===== src/rtl/rf_tx_gen_pkg.sv =====
// ============================================================================
// rf_tx_gen_pkg : packet framing constants shared by generator and checker
// Rev 1.0
// ============================================================================
`default_nettype none

package rf_tx_gen_pkg;

  localparam int         c_payload_len_def = 12;
  localparam int         c_err_period_def  = 16;
  localparam logic [7:0] c_chk_inv         = 8'hFF;

  localparam logic [3:0] c_st_idle = 4'b0001;
  localparam logic [3:0] c_st_data = 4'b0010;
  localparam logic [3:0] c_st_chk  = 4'b0100;
  localparam logic [3:0] c_st_gap  = 4'b1000;

  typedef enum logic [3:0] {
    ST_IDLE = c_st_idle,
    ST_DATA = c_st_data,
    ST_CHK  = c_st_chk,
    ST_GAP  = c_st_gap
  } state_t;

endpackage

`default_nettype wire


===== src/rtl/rf_tx_gen.sv =====
// ============================================================================
// rf_tx_gen : fixed-length test packet generator (payload + XOR checksum)
// Rev 1.0
// ============================================================================
`default_nettype none

module rf_tx_gen
  import rf_tx_gen_pkg::*;
#(
  parameter int PAYLOAD_LEN = c_payload_len_def,
  parameter int ERR_PERIOD  = c_err_period_def
) (
  input  logic        clk,
  input  logic        rst_n,
  input  logic        i_tx_en,
  input  logic [15:0] i_pack_num,
  input  logic [15:0] i_gap_cyc,
  input  logic        i_err_inj_en,
  input  logic        i_fifo_full,
  input  logic        i_fifo_prog_full,
  output logic [7:0]  tx_data,
  output logic        tx_data_vld,
  output logic        o_busy,
  output logic [31:0] rf_tx_state
);

  localparam logic [7:0]  c_last_idx = 8'(PAYLOAD_LEN - 1);
  localparam logic [15:0] c_err_mask = 16'(ERR_PERIOD - 1);

  state_t      r_state;
  state_t      w_state_nxt;
  logic [7:0]  r_byte_cnt;
  logic [7:0]  r_chk;
  logic [15:0] r_sess_cnt;
  logic [15:0] r_gap_cnt;
  logic [15:0] r_pack_total;
  logic [15:0] r_pack_err;

  logic        w_start;
  logic        w_inject;
  logic        w_data_wr;
  logic        w_chk_wr;
  logic        w_data_last;
  logic [7:0]  w_payload;

  assign w_start     = i_tx_en && !i_fifo_prog_full &&
                       ((i_pack_num == 16'd0) || (r_sess_cnt < i_pack_num));
  assign w_inject    = i_err_inj_en && ((r_pack_total & c_err_mask) == c_err_mask);
  assign w_data_wr   = (r_state == ST_DATA) && !i_fifo_full;
  assign w_chk_wr    = (r_state == ST_CHK) && !i_fifo_full;
  assign w_data_last = (r_byte_cnt == c_last_idx);
  assign w_payload   = r_pack_total[7:0] + r_byte_cnt;
  assign rf_tx_state = {r_pack_total, r_pack_err};

  always_ff @(posedge clk) begin
    if (!rst_n) begin
      r_state <= ST_IDLE;
    end else begin
      r_state <= w_state_nxt;
    end
  end

  always_comb begin
    w_state_nxt = r_state;
    tx_data     = 8'h00;
    tx_data_vld = 1'b0;
    o_busy      = (r_state != ST_IDLE);
    case (r_state)
      ST_IDLE: begin
        if (w_start) w_state_nxt = ST_DATA;
      end
      ST_DATA: begin
        tx_data     = w_payload;
        tx_data_vld = !i_fifo_full;
        if (w_data_wr && w_data_last) w_state_nxt = ST_CHK;
      end
      ST_CHK: begin
        tx_data     = w_inject ? (r_chk ^ c_chk_inv) : r_chk;
        tx_data_vld = !i_fifo_full;
        if (w_chk_wr) w_state_nxt = (i_gap_cyc != 16'd0) ? ST_GAP : ST_IDLE;
      end
      ST_GAP: begin
        if (r_gap_cnt == 16'd0) w_state_nxt = ST_IDLE;
      end
      default: w_state_nxt = ST_IDLE;
    endcase
  end

  always_ff @(posedge clk) begin
    if (!rst_n) begin
      r_byte_cnt   <= 8'd0;
      r_chk        <= 8'd0;
      r_sess_cnt   <= 16'd0;
      r_gap_cnt    <= 16'd0;
      r_pack_total <= 16'd0;
      r_pack_err   <= 16'd0;
    end else begin
      if (w_data_wr) begin
        r_chk      <= r_chk ^ w_payload;
        r_byte_cnt <= w_data_last ? 8'd0 : r_byte_cnt + 8'd1;
      end
      if (w_chk_wr) begin
        r_chk        <= 8'd0;
        r_pack_total <= r_pack_total + 16'd1;
        r_sess_cnt   <= r_sess_cnt + 16'd1;
        if (w_inject) r_pack_err <= r_pack_err + 16'd1;
        // gap counter loads gap-1 so GAP lasts exactly i_gap_cyc cycles
        if (i_gap_cyc != 16'd0) r_gap_cnt <= i_gap_cyc - 16'd1;
      end
      if ((r_state == ST_GAP) && (r_gap_cnt != 16'd0)) begin
        r_gap_cnt <= r_gap_cnt - 16'd1;
      end
      if ((r_state == ST_IDLE) && !i_tx_en) begin
        r_sess_cnt <= 16'd0;
      end
    end
  end

endmodule

`default_nettype wire

===== config.mk =====
export PLATFORM = sky130hd
export DESIGN_NAME = rf_tx_gen
export DESIGN_NICKNAME = d
export VERILOG_FILES = /design/src/rtl/rf_tx_gen_pkg.sv /design/src/rtl/rf_tx_gen.sv
export SDC_FILE = /design/constraint.sdc
export NUM_CORES = 1
export LEC_CHECK = 0
export CORE_MARGIN = 10
export CORE_UTILIZATION = 55
export DETAILED_ROUTE_END_ITERATION = 8
export PLACE_DENSITY = 0.81
export REMOVE_ABC_BUFFERS = 1
export SLEW_MARGIN = 20
export SYNTH_ARGS = -nofsm -noshare
export SYNTH_HDL_FRONTEND = slang
export SYNTH_SLANG_ARGS = --single-unit

===== constraint.sdc =====
create_clock -name clk -period 4.07 [get_ports clk]
set_clock_uncertainty 0.05 [all_clocks]
set_input_delay 0.6105 -clock clk [delete_from_list [all_inputs] [get_ports clk]]
set_output_delay 0.6105 -clock clk [all_outputs]
set_load 0.1 [all_outputs]

==> impl_metrics.tcl, run 1 <==
set metrics [dict create \
    drt-pass1-iter-count 5 \
    cts_tree "built" \
    drive_gt1_share_pct 6.57 \
    max_slew.worst_pin.slew_ns 1.03 \
    worstHoldPathType "reg -> reg" \
    grt_pass1_wl_um 22000 \
    cts_hold_buf 0 \
    holdWs_ns 0.431 \
    synthXorXnorAreaFrac_pct 9.62 \
    synthMuxAreaShare_pct 0.771 \
    period_share_pct 83.0 \
    wl_per_cell_um 16.2 \
    detail_route.iter0.violations 374 \
    ys.flop_type "dfxtp_1" \
    synthSimpleGateAreaFrac_pct 27.2 \
    core-area_um2 9200 \
    grt_usage_pct 19.4 \
    final_common_cell "dfxtp_1" \
    yosysSeqAreaShare_pct 32.4 \
    io_buffers 79 \
    setup-violations-final 0 \
    start_kind "flip-flop" \
    leakagePower_nw 2.38 \
    critPathKind "reg -> reg" \
    final.fill_count 748 \
    grt_overflow 0 \
    antenna_left 0 \
    p_per_area_nw_per_um2 250 \
    path_cells "or4_4, nand4b_4, o21ai_2, mux2i_1, ha_1, o221ai_1, a31o_2, o311ai_0, a21oi_1" \
    fin_area_um2 6270 \
    ys_ff_latch 84 \
    first_global_vias 4864 \
    die_h_um 117 \
    syn2layout_area_growth_pct 20.8 \
    yosysWarnings 0 \
    max_freq_mhz 296 \
    synth_area_um2 5190 \
    die_area_um2 13700 \
    vias 5045 \
    clk_latency_ns 0.36 \
    slowest_stage "or4_4" \
    synthTopCellsByArea "dfxtp_1, ha_1, xor2_1" \
    grt_max_degree 45 \
    antenna_found_initial 0 \
    synth-compound-area-share_pct 19.5 \
    nNetsFinal 777 \
    worstPathArrival_ns 3.55 \
    slowest_delay_ns 0.58 \
    layout_common_cells "dfxtp_1, clkdlybuf4s50_1, nor2_1, nand2_1, o21ai_0" \
    synth_edf_count 0 \
    drv_slew 0 \
    yosysTopAreaCell "dfxtp_1" \
    synthArstFlopShare_pct 0 \
    clk_pin_slew_ns 0.08 \
    rrSetupSlack_ns 0.69 \
    totalWireLength_um 13400 \
    gp_congestion 0.912 \
    status "completed" \
    cts_buffers 9 \
    synth_top_family_by_area "simple AND/OR/NAND/NOR gates" \
    crit_fanout 13 \
    rsz0062_at_grt "false" \
    synthAdderAreaFrac_pct 6.89 \
    maxCapViolCount 0 \
    std_cell_rows 35 \
    synthDominantCellAreaShare_pct 32.4 \
    required_ns 4.25 \
    slew-limit-headroom_pct 31.4 \
    place_area_um2 6060 \
    endpoint_kind "flip-flop" \
    dp_hpwl_um 10000 \
    synth.distinct_cells 70 \
    syn_inst 633 \
    n_antenna_cell 0 \
    start_util_pct 56.4 \
    avgViaCountPerCell 6.11 \
    htreeDepth 3 \
    clockBufferDepth 2 \
    hold_viol 0 \
    post-route-drc-count 0 \
    fin_crit_ns 3.38 \
    peakVddDrop_v 0.000177 \
    post_cts_buffers 0 \
    fp.dieW_um 117 \
    cts_resized 0 \
    io_pins 80 \
    clock_sinks 84 \
    cts-root-buf "clkbuf_8" \
    avgSynthCellArea_um2 8.20 \
]
==> worst max-delay path, delay by kind of cell, from the launching register on <==
kind                       cells  cell delay [ns]
DFF                            1             0.37
muxes                          1             0.27
and+or+nand+nor                2             0.80
AOI/OAI and AO/OA              5             1.39
adders and majority gates      1             0.34
==> final cells by class <==
class                           count  area, um2  share of cell area (%)
Timing Repair Buffer               85        813                    13.0
Sequential cell                    84       1680                    26.8
Clock inverter                      5       77.6                    1.24
Inverter                           28        105                    1.68
Multi-Input combinational cell    503       3330                    53.1
Tap cell                          111        139                    2.21
Clock buffer                       10        128                    2.03
==> state kept, by name, indices dropped and copies added (netlist names) <==
register	cells
r_byte_cnt	8
r_pack_err	16
r_state	4
r_sess_cnt	16
r_chk	8
r_gap_cnt	16
r_pack_total	16
==> synth_stat cells, drive strengths merged, types with 3 or more instances <==
cell type and n:
nor4 10, nand2b 4, or3 20, o32a 4
dfxtp 84, xnor2 25, a21oi 28, nand2 52
nor2b 4, xor2 32, nand3b 3, nand3 20
o22ai 11, o2111ai 3, nor2 55, a31oi 11
nor3 18, o21ai 39, or4 3, o21a 6
a21o 7, inv 28, or4b 5, and3 8
ha 27, buf 4, a21boi 14, and2 26
nand4 22, a311oi 3, mux2i 4, a211oi 7
clkbuf 14
==> power by group <==
group	switching, mW	total (mW)	internal, mW
Sequential	0.00121	0.823	0.822
Clock	0.298	0.639	0.341
Combinational	0.0563	0.107	0.0503
Total	0.356	1.57	1.21
==> per-layer routing <==
| layer | share of wire, % | vias up | track usage (%) |
|---|---|---|---|
| met5 | 0 | - | 0 |
| met4 | 1.8 | 0 | 6.26 |
| met3 | 7.0 | 26 | 5.05 |
| met2 | 50 | 173 | 35.2 |
| met1 | 41 | 2384 | 21.6 |
| li1 | - | 2462 | - |
==> path summary, 6_finish.rpt <==
path	startpoint	endpoint	cells after the start
worst min-delay path	r_gap_cnt[15]	r_gap_cnt[15]	2
worst min register to register	r_gap_cnt[15]	r_gap_cnt[15]	2
worst max register to register	r_gap_cnt[2]	r_gap_cnt[12]	9
worst max-delay path	r_gap_cnt[2]	r_gap_cnt[12]	9
==> metrics by stage <==
stage               power (mW)  utilization (%)  worst slack [ns]  std cells  setup TNS, ns
floorplan                0.883                -            -0.346        615          -2.72
global placement         0.945             65.9             0.807        811              0
detailed placement       0.947             65.9             0.760        811              0
CTS                       1.58             68.2             0.740        826              0
global route              1.62             68.2             0.496        826              0
finish                    1.57             68.2             0.694        826              0
==> kinds of logic (layout without fill, tap and decap cells) <==
family / Yosys count / after routing
DFF: 84 / 84
muxes: 4 / 4
and+or+nand+nor: 260 / 260
AOI/OAI and AO/OA: 154 / 154
xor gates and xnor gates: 57 / 57
buffers and inverters: 46 / 128
adders and majority gates: 28 / 28
(Power assumes the default switching activity.)
==> run 2: changes to the inputs <==
Clock period 4.07 ns to 3.5 ns, I/O delays scaled along.
==> impl_metrics.tcl, run 2 (same netlist as run 1, synthesis figures left out) <==
set metrics [dict create \
    drt-pass1-iter-count 5 \
    detail_route.iter0.violations 329 \
    critPathKind "reg -> out" \
    grt_max_degree 26 \
    avgViaCountPerCell 6.13 \
    final_common_cell "dfxtp_1" \
    setup-violations-final 0 \
    cts_buffers 9 \
    clock_sinks 84 \
    rrSetupSlack_ns 0.33 \
    endpoint_kind "output pin" \
    die_h_um 117 \
    grt_overflow 0 \
    use_met3_pct 4.64 \
    slew-limit-headroom_pct 33.0 \
    drv_slew 0 \
    grt_usage_pct 20.4 \
    drive_gt1_share_pct 7.78 \
    antenna_found_initial 0 \
    final.fill_count 732 \
    totalWireLength_um 13700 \
    nNetsFinal 781 \
    die_area_um2 13700 \
    required_ns 2.92 \
    comb_power_share_pct 6.7 \
    dp_hpwl_um 10400 \
    peakVddDrop_v 0.000190 \
    start_kind "flip-flop" \
    min_path_cells 2 \
    fp.dieW_um 117 \
    start_util_pct 56.4 \
    vias 5095 \
    p_sw_share_pct 23.3 \
    hold_path_startpoint "r_pack_err[15]" \
    n_antenna_cell 0 \
    met1_usage_pct 23.1 \
    worstHoldPathType "reg -> reg" \
    p_seq_share_pct 50.9 \
    clk_latency_ns 0.36 \
    io_buffers 79 \
    min_to "r_pack_err[15]" \
    grtUsageMet2_pct 36.5 \
    hold_viol 0 \
    wl_per_cell_um 16.5 \
    cts-root-buf "clkbuf_8" \
    r2r-end "r_gap_cnt[12]" \
    internal_power_mw 1.44 \
    p_per_area_nw_per_um2 293 \
    grt_pass1_wl_um 23300 \
    core-area_um2 9200 \
    rsz0062_at_grt "false" \
    max_slew.worst_pin.slew_ns 1.00 \
    r2r-start "r_gap_cnt[8]" \
    crit_fanout 5 \
    top_usage_layer "met2" \
    syn2layout_area_growth_pct 23.6 \
    fin_crit_ns 3.32 \
    reg2reg_depth 9 \
    cts_tree "built" \
    switchingPower_mw 0.438 \
    layout_common_cells "dfxtp_1, clkdlybuf4s50_1, nor2_1, nand2_1, o21ai_0" \
    std_cell_rows 35 \
    p_total_mw 1.88 \
    clockBufferDepth 2 \
    leakagePower_nw 2.44 \
    post_cts_buffers 0 \
    period_share_pct 94.8 \
    max_freq_mhz 301 \
    clk_pin_slew_ns 0.09 \
    maxCapViolCount 0 \
    io_pins 80 \
    htreeDepth 3 \
    cts_hold_buf 0 \
    status "completed" \
    first_global_vias 5146 \
    cts_resized 0 \
    post-route-util_pct 69.8 \
    p_clk_share_pct 42.4 \
    antenna_left 0 \
    post-route-drc-count 0 \
    worstPathArrival_ns 2.74 \
    gp_congestion 0.942 \
]
[run 2: cell count changes in the layout (fill, tap and decap cells not counted)]
| cell | previous run | this run |
|---|---|---|
| buf_12 | 0 | 8 |
| clkdlybuf4s50_1 | 70 | 66 |
| clkinv_2 | 2 | 0 |
| inv_6 | 0 | 2 |
| clkbuf_1 | 1 | 0 |
| clkbuf_8 | 9 | 10 |
| clkinv_4 | 0 | 1 |
| o21ai_1 | 1 | 2 |
| o21ai_2 | 2 | 1 |
[run 2: stage by stage]
| stage | setup WS [ns] | std cells | cell area [um2] | hold slack, ns | TNS (ns) |
|---|---|---|---|---|---|
| after floorplan | -0.830 | 615 | 5110 | 0.387 | -6.59 |
| after global placement | 0.395 | 815 | 6180 | 0.402 | 0 |
| after detailed placement | 0.344 | 815 | 6180 | 0.422 | 0 |
| after CTS | 0.192 | 831 | 6420 | 0.448 | 0 |
| after global routing | 0.0112 | 831 | 6420 | 0.476 | 0 |
| final | 0.181 | 831 | 6420 | 0.443 | 0 |
[run 2: per-layer routing]
layer,share of wire (%),vias to the layer above,wire length (um)
met2,50,193,6870
met4,2.2,0,304
met3,6.4,38,872
li1,-,2480,-
met5,0,-,0
met1,41,2384,5680
[run 2: worst max-delay path by stage]
stage,start,to,slack (ns),depth (start not counted)
floorplan,r_pack_total[1],tx_data[2],-0.83,4
global placement,i_gap_cyc[11],r_gap_cnt[10],0.40,9
detailed placement,i_gap_cyc[11],r_gap_cnt[11],0.34,8
CTS,r_pack_total[0],tx_data[6],0.19,9
global route,r_pack_total[0],tx_data[6],0.01,9
finish,r_pack_total[0],tx_data[6],0.18,9
[run 2: critical path: stages, from the launching register on]
cell and delay, ns:
dfxtp_1 0.37, ha_1 0.25, fa_1 0.42, a21o_1 0.19, a21oi_1 0.23, o21bai_1 0.12, a21oi_1 0.18, xor2_1 0.25
o22ai_1 0.16, buf_12 0.20
[run 2: layout make-up]
type / instances / area (um2) / share of cell area (%)
multi-input combinational: 503 / 3330 / 51.8
clock buffer: 10 / 138 / 2.15
sequential: 84 / 1680 / 26.2
clock inverter: 6 / 93.8 / 1.46
inverter: 28 / 105 / 1.64
timing repair buffer: 89 / 933 / 14.5
tap: 111 / 139 / 2.16
[run 2: power by group through the flow]
stage	clock network (mW)	registers, mW	logic, mW
4_1_cts	0.813	0.957	0.125
6_report	0.799	0.957	0.126
3_5_place_dp	0	0.980	0.125
5_1_grt	0.849	0.958	0.136
2_1_floorplan	0	0.979	0.0467
3_3_place_gp	0	0.980	0.122
